`src/rtl/vga_timing_gen.sv`:
```
// VGA timing generator: free-running pixel/line counters with registered
// sync and blanking decode, plus single-cycle line and frame start strobes.
// All decode is taken from the next-state counters and then registered, so
// every output field in a given cycle describes the same pixel.
module vga_timing_gen #(
  parameter int unsigned H_ACTIVE = 800,
  parameter int unsigned H_FP     = 40,
  parameter int unsigned H_SYNC   = 128,
  parameter int unsigned H_BP     = 88,
  parameter int unsigned V_ACTIVE = 600,
  parameter int unsigned V_FP     = 1,
  parameter int unsigned V_SYNC   = 4,
  parameter int unsigned V_BP     = 23,
  parameter bit          SYNC_POL = 1'b1
) (
  input  logic        clk,
  input  logic        rst,
  input  logic        en,
  output logic [10:0] hcount,
  output logic [10:0] vcount,
  output logic        hsync,
  output logic        vsync,
  output logic        hblnk,
  output logic        vblnk,
  output logic [11:0] rgb,
  output logic        frame_start,
  output logic        line_start
);

  localparam int unsigned H_TOTAL = H_ACTIVE + H_FP + H_SYNC + H_BP;
  localparam int unsigned V_TOTAL = V_ACTIVE + V_FP + V_SYNC + V_BP;

  localparam logic [10:0] H_LAST   = 11'(H_TOTAL - 1);
  localparam logic [10:0] V_LAST   = 11'(V_TOTAL - 1);
  localparam logic [10:0] H_ACT    = 11'(H_ACTIVE);
  localparam logic [10:0] V_ACT    = 11'(V_ACTIVE);
  // Sync window ends are kept 12 bits wide so a pulse that runs to the very
  // end of a 2048-count line does not wrap the bound to zero.
  localparam logic [11:0] HS_START = 12'(H_ACTIVE + H_FP);
  localparam logic [11:0] HS_END   = 12'(H_ACTIVE + H_FP + H_SYNC);
  localparam logic [11:0] VS_START = 12'(V_ACTIVE + V_FP);
  localparam logic [11:0] VS_END   = 12'(V_ACTIVE + V_FP + V_SYNC);

  logic [10:0] h_cnt_q, h_cnt_d;
  logic [10:0] v_cnt_q, v_cnt_d;
  logic        hsync_q, hsync_d;
  logic        vsync_q, vsync_d;
  logic        hblnk_q, hblnk_d;
  logic        vblnk_q, vblnk_d;
  logic        line_start_q, line_start_d;
  logic        frame_start_q, frame_start_d;

  // Counter advance and wrap detection; strobes only fire on an enabled wrap.
  always_comb begin
    h_cnt_d       = h_cnt_q;
    v_cnt_d       = v_cnt_q;
    line_start_d  = 1'b0;
    frame_start_d = 1'b0;
    if (en) begin
      if (h_cnt_q == H_LAST) begin
        h_cnt_d      = 11'd0;
        line_start_d = 1'b1;
        if (v_cnt_q == V_LAST) begin
          v_cnt_d       = 11'd0;
          frame_start_d = 1'b1;
        end else begin
          v_cnt_d = v_cnt_q + 11'd1;
        end
      end else begin
        h_cnt_d = h_cnt_q + 11'd1;
      end
    end
  end

  // Sync/blank decode of the next-state counters; holding counters hold these too.
  always_comb begin
    hblnk_d = (h_cnt_d >= H_ACT);
    vblnk_d = (v_cnt_d >= V_ACT);
    hsync_d = (({1'b0, h_cnt_d} >= HS_START) && ({1'b0, h_cnt_d} < HS_END))
              ? SYNC_POL : ~SYNC_POL;
    vsync_d = (({1'b0, v_cnt_d} >= VS_START) && ({1'b0, v_cnt_d} < VS_END))
              ? SYNC_POL : ~SYNC_POL;
  end

  // State and output registers; reset lands on pixel (0,0) with syncs inactive.
  always_ff @(posedge clk) begin
    if (rst) begin
      h_cnt_q       <= 11'd0;
      v_cnt_q       <= 11'd0;
      hsync_q       <= ~SYNC_POL;
      vsync_q       <= ~SYNC_POL;
      hblnk_q       <= 1'b0;
      vblnk_q       <= 1'b0;
      line_start_q  <= 1'b0;
      frame_start_q <= 1'b0;
    end else begin
      h_cnt_q       <= h_cnt_d;
      v_cnt_q       <= v_cnt_d;
      hsync_q       <= hsync_d;
      vsync_q       <= vsync_d;
      hblnk_q       <= hblnk_d;
      vblnk_q       <= vblnk_d;
      line_start_q  <= line_start_d;
      frame_start_q <= frame_start_d;
    end
  end

  assign hcount      = h_cnt_q;
  assign vcount      = v_cnt_q;
  assign hsync       = hsync_q;
  assign vsync       = vsync_q;
  assign hblnk       = hblnk_q;
  assign vblnk       = vblnk_q;
  assign rgb         = 12'h000;
  assign line_start  = line_start_q;
  assign frame_start = frame_start_q;

endmodule

```
`config.mk`:
```
export PLATFORM = sky130hd
export DESIGN_NAME = vga_timing_gen
export DESIGN_NICKNAME = d
export VERILOG_FILES = /design/src/rtl/vga_timing_gen.sv
export SDC_FILE = /design/constraint.sdc
export NUM_CORES = 1
export LEC_CHECK = 0
export CAP_MARGIN = 30
export CORE_UTILIZATION = 25
export CTS_CLUSTER_SIZE = 28
export DETAILED_ROUTE_END_ITERATION = 6
export GPL_TIMING_DRIVEN = 0
export PLACE_DENSITY = 0.55
export SYNTH_ARGS = -nofsm -noshare
export SYNTH_HDL_FRONTEND = slang
export SYNTH_SLANG_ARGS = --single-unit
export TNS_END_PERCENT = 30
```
`constraint.sdc`:
```
create_clock -name clk -period 4.5 [get_ports clk]
set_clock_uncertainty 0.05 [all_clocks]
set_input_delay 0.45 -clock clk [delete_from_list [all_inputs] [get_ports clk]]
set_output_delay 0.45 -clock clk [all_outputs]
set_load 0.02 [all_outputs]
```
==> flow_metrics.tcl <==
set metrics [dict create \
    portBuffers 28 \
    maxSlewViolCount 0 \
    worstPathRequired_ps 4620 \
    clkSlewWorstSetupHoldPaths_ps 100 \
    nets 259 \
    hold_class "in -> reg" \
    core_area_sq_um 6490 \
    cts_tree "yes" \
    muxShareOfSynthArea 0.0182 \
    cts_resized 0 \
    cts_max_path_buffers 2 \
    routed-wl-met3_um 218 \
    cts_hold_buf 0 \
    final_area_sq_um 2210 \
    synth_flop_cell "dfxtp_1" \
    n_antenna_cell 0 \
    drc 0 \
    via_count 1599 \
    r2r_setup_slack_ps 2140 \
    rsz0062_at_grt "no" \
    report.final.hold_viol_count 0 \
    areaGrowthSynthToFinish_pct 28.4 \
    drt-total-wl_mm 4.24 \
    ios 43 \
    wl_met1_mm 2.01 \
    setup.worst_path.end_class "flip-flop" \
    dieArea_sq_um 7230 \
    syn_inst 210 \
    fin_crit_sh 0.525 \
    track_usage 0.120 \
    overflow 0 \
    netlist.area_leader.share 0.325 \
    slowest_stage "dfxtp_1" \
    clockRootBuffer "clkbuf_8" \
    wl_per_cell_um 12.9 \
    placed_cell_area_sq_um 2140 \
    antenna_found_initial 0 \
    async_flop_share 0 \
    ys_types 51 \
    synth_fa_ha_area_frac 0.0145 \
    tightest_slew_ps 556 \
    yosysMostFrequentCell "dfxtp_1" \
    routed_via_density 4.85 \
    synth-edff-count 0 \
    hold_start "en" \
    fin_util 0.341 \
    relSlewSlack 0.629 \
    total_power_uw 501 \
    grt_max_degree 17 \
    start_util 0.265 \
    setup_tns_ps 0 \
    ys_top_cells_by_count "28 x dfxtp_1, 25 x nor2_1, 16 x nor3_1" \
    vdd_drop_max_uv 77.9 \
    worstSetupStartpointType "flip-flop" \
    critPathKind "reg -> reg" \
    h-tree-depth 1 \
    setup_violations 0 \
    firstDrtPassIters 4 \
    gp_congestion 0.805 \
    hpwl_mm 3.14 \
    arrival_ps 2480 \
    synth_compound_area_frac 0.127 \
    grt_pass1_vias 1482 \
    numCtsBuffers 3 \
    die_x_um 85.0 \
    drive_above_1_share 0.134 \
    cap_violations 0 \
    netlist_area_sq_um 1720 \
    clk_latency_ps 280 \
    power_density_nw_per_um2 226 \
    synth_top_family_by_area "simple AND/OR/NAND/NOR gates" \
    cts_setup_buffers 0 \
    synth_simple_gate_area_frac 0.324 \
    yosysWarnings 0 \
    cp-startpoint "hcount[0]$_SDFF_PP0_" \
    worst-path-buf-inv 2 \
    synth.area.top_cells "dfxtp_1 33%, buf_4 5.7%, nor2_1 5.4%, nor3_1 4.6%, xnor2_1 4.6%" \
    crit_fanout 10 \
    wl_met2_mm 1.96 \
    rows 29 \
    clock_sinks 28 \
    synth_xor_area_frac 0.0864 \
    max_freq_mhz 424 \
    critPathTopFamily "buffers and inverters" \
    status "complete, no violations" \
    die_h_um 85.0 \
    synth_area_leader_cell "dfxtp_1" \
    path_cells "ha_1 > and3_1 > and3_4 > buf_8 > clkbuf_1 > o21ai_0 > a22oi_1 > nor2_1" \
    drt-initial-drc-count 73 \
    ys_seq_elements 28 \
    p_leak_nw 0.805 \
    cpPeakStageDelay_ps 440 \
    top_layer_used "met4" \
    synth_seq_area_share 0.325 \
    finalCriticalPeriod_ps 2360 \
    syn_avg_cell_area_sq_um 8.20 \
    fin_hold_ws_ps 463 \
    grt_pass1_wl_mm 6.99 \
    ant_nets 0 \
    r2r-start "hcount[0]$_SDFF_PP0_" \
]
-- flip-flops by register name, indices dropped and copies added (netlist names) --
signal,cells
hblnk,1
line_start,1
frame_start,1
vblnk,1
vcount,11
hcount,11
hsync,1
vsync,1
-- per-stage QoR --
step / cells / setup slack, ps
2_1_floorplan: 221 / 2360
3_3_place_gp: 326 / 2170
3_5_place_dp: 326 / 2120
4_1_cts: 330 / 2110
5_1_grt: 330 / 1920
6_report: 330 / 2140
-- placed cells by master (no fill, tap or decap), types with 3 or more instances in the layout --
| cell | n |
|---|---|
| buf_4 | 13 |
| nand4_1 | 6 |
| nor3_1 | 16 |
| nand3_1 | 12 |
| dfxtp_1 | 28 |
| clkbuf_1 | 6 |
| clkbuf_8 | 3 |
| a31oi_1 | 3 |
| inv_1 | 3 |
| o21ai_0 | 5 |
| nand2_1 | 13 |
| nand2b_1 | 3 |
| xor2_1 | 8 |
| buf_2 | 6 |
| conb_1 | 12 |
| xnor2_1 | 9 |
| and3_1 | 4 |
| nor2_1 | 25 |
| clkdlybuf4s50_1 | 28 |
| a21oi_1 | 8 |
-- logic make-up (layout without fill, tap and decap cells) --
kind of cell,Yosys count,count (layout)
compound gates,31,31
xor+xnor,17,17
fa+ha+maj,2,2
buf+inv,29,61
flops,28,28
mux,3,3
other cells,1,12
simple gates,99,99
-- worst reg2reg max path, cell delays in order (launching register included) --
cell and delay (ps):
dfxtp_1 440, ha_1 310, and3_1 240, and3_4 220, buf_8 140, clkbuf_1 400, o21ai_0 160, a22oi_1 240
nor2_1 50
-- per-layer routing --
metal / vias to the layer above / track usage
met5: - / 0
met4: 0 / 0.0277
met3: 8 / 0.0282
met2: 46 / 0.202
met1: 737 / 0.157
li1: 808 / -
-- where the power goes --
part	internal [mW]	switching, mW
sequential	0.250	0.00304
clock	0.119	0.0838
combinational	0.0176	0.0269
-- final cells by class --
| class | instances | area, sq um |
|---|---|---|
| Fill cell | 689 | 4280 |
| Multi-Input combinational cell | 164 | 1030 |
| Clock buffer | 3 | 41.3 |
| Tap cell | 77 | 96.3 |
| Buffer | 26 | 165 |
| Inverter | 3 | 11.3 |
| Clock inverter | 1 | 30.0 |
| Sequential cell | 28 | 561 |
| Timing Repair Buffer | 28 | 280 |
-- path summary, 6_finish.rpt --
check / cells past startpoint / end
hold / removal: 3 / hcount[0]$_SDFF_PP0_
setup reg to reg: 8 / vcount[5]$_SDFF_PP0_
setup / recovery: 8 / vcount[5]$_SDFF_PP0_
hold reg to reg: 2 / hcount[1]$_SDFF_PP0_
(Power assumes the default switching activity.)
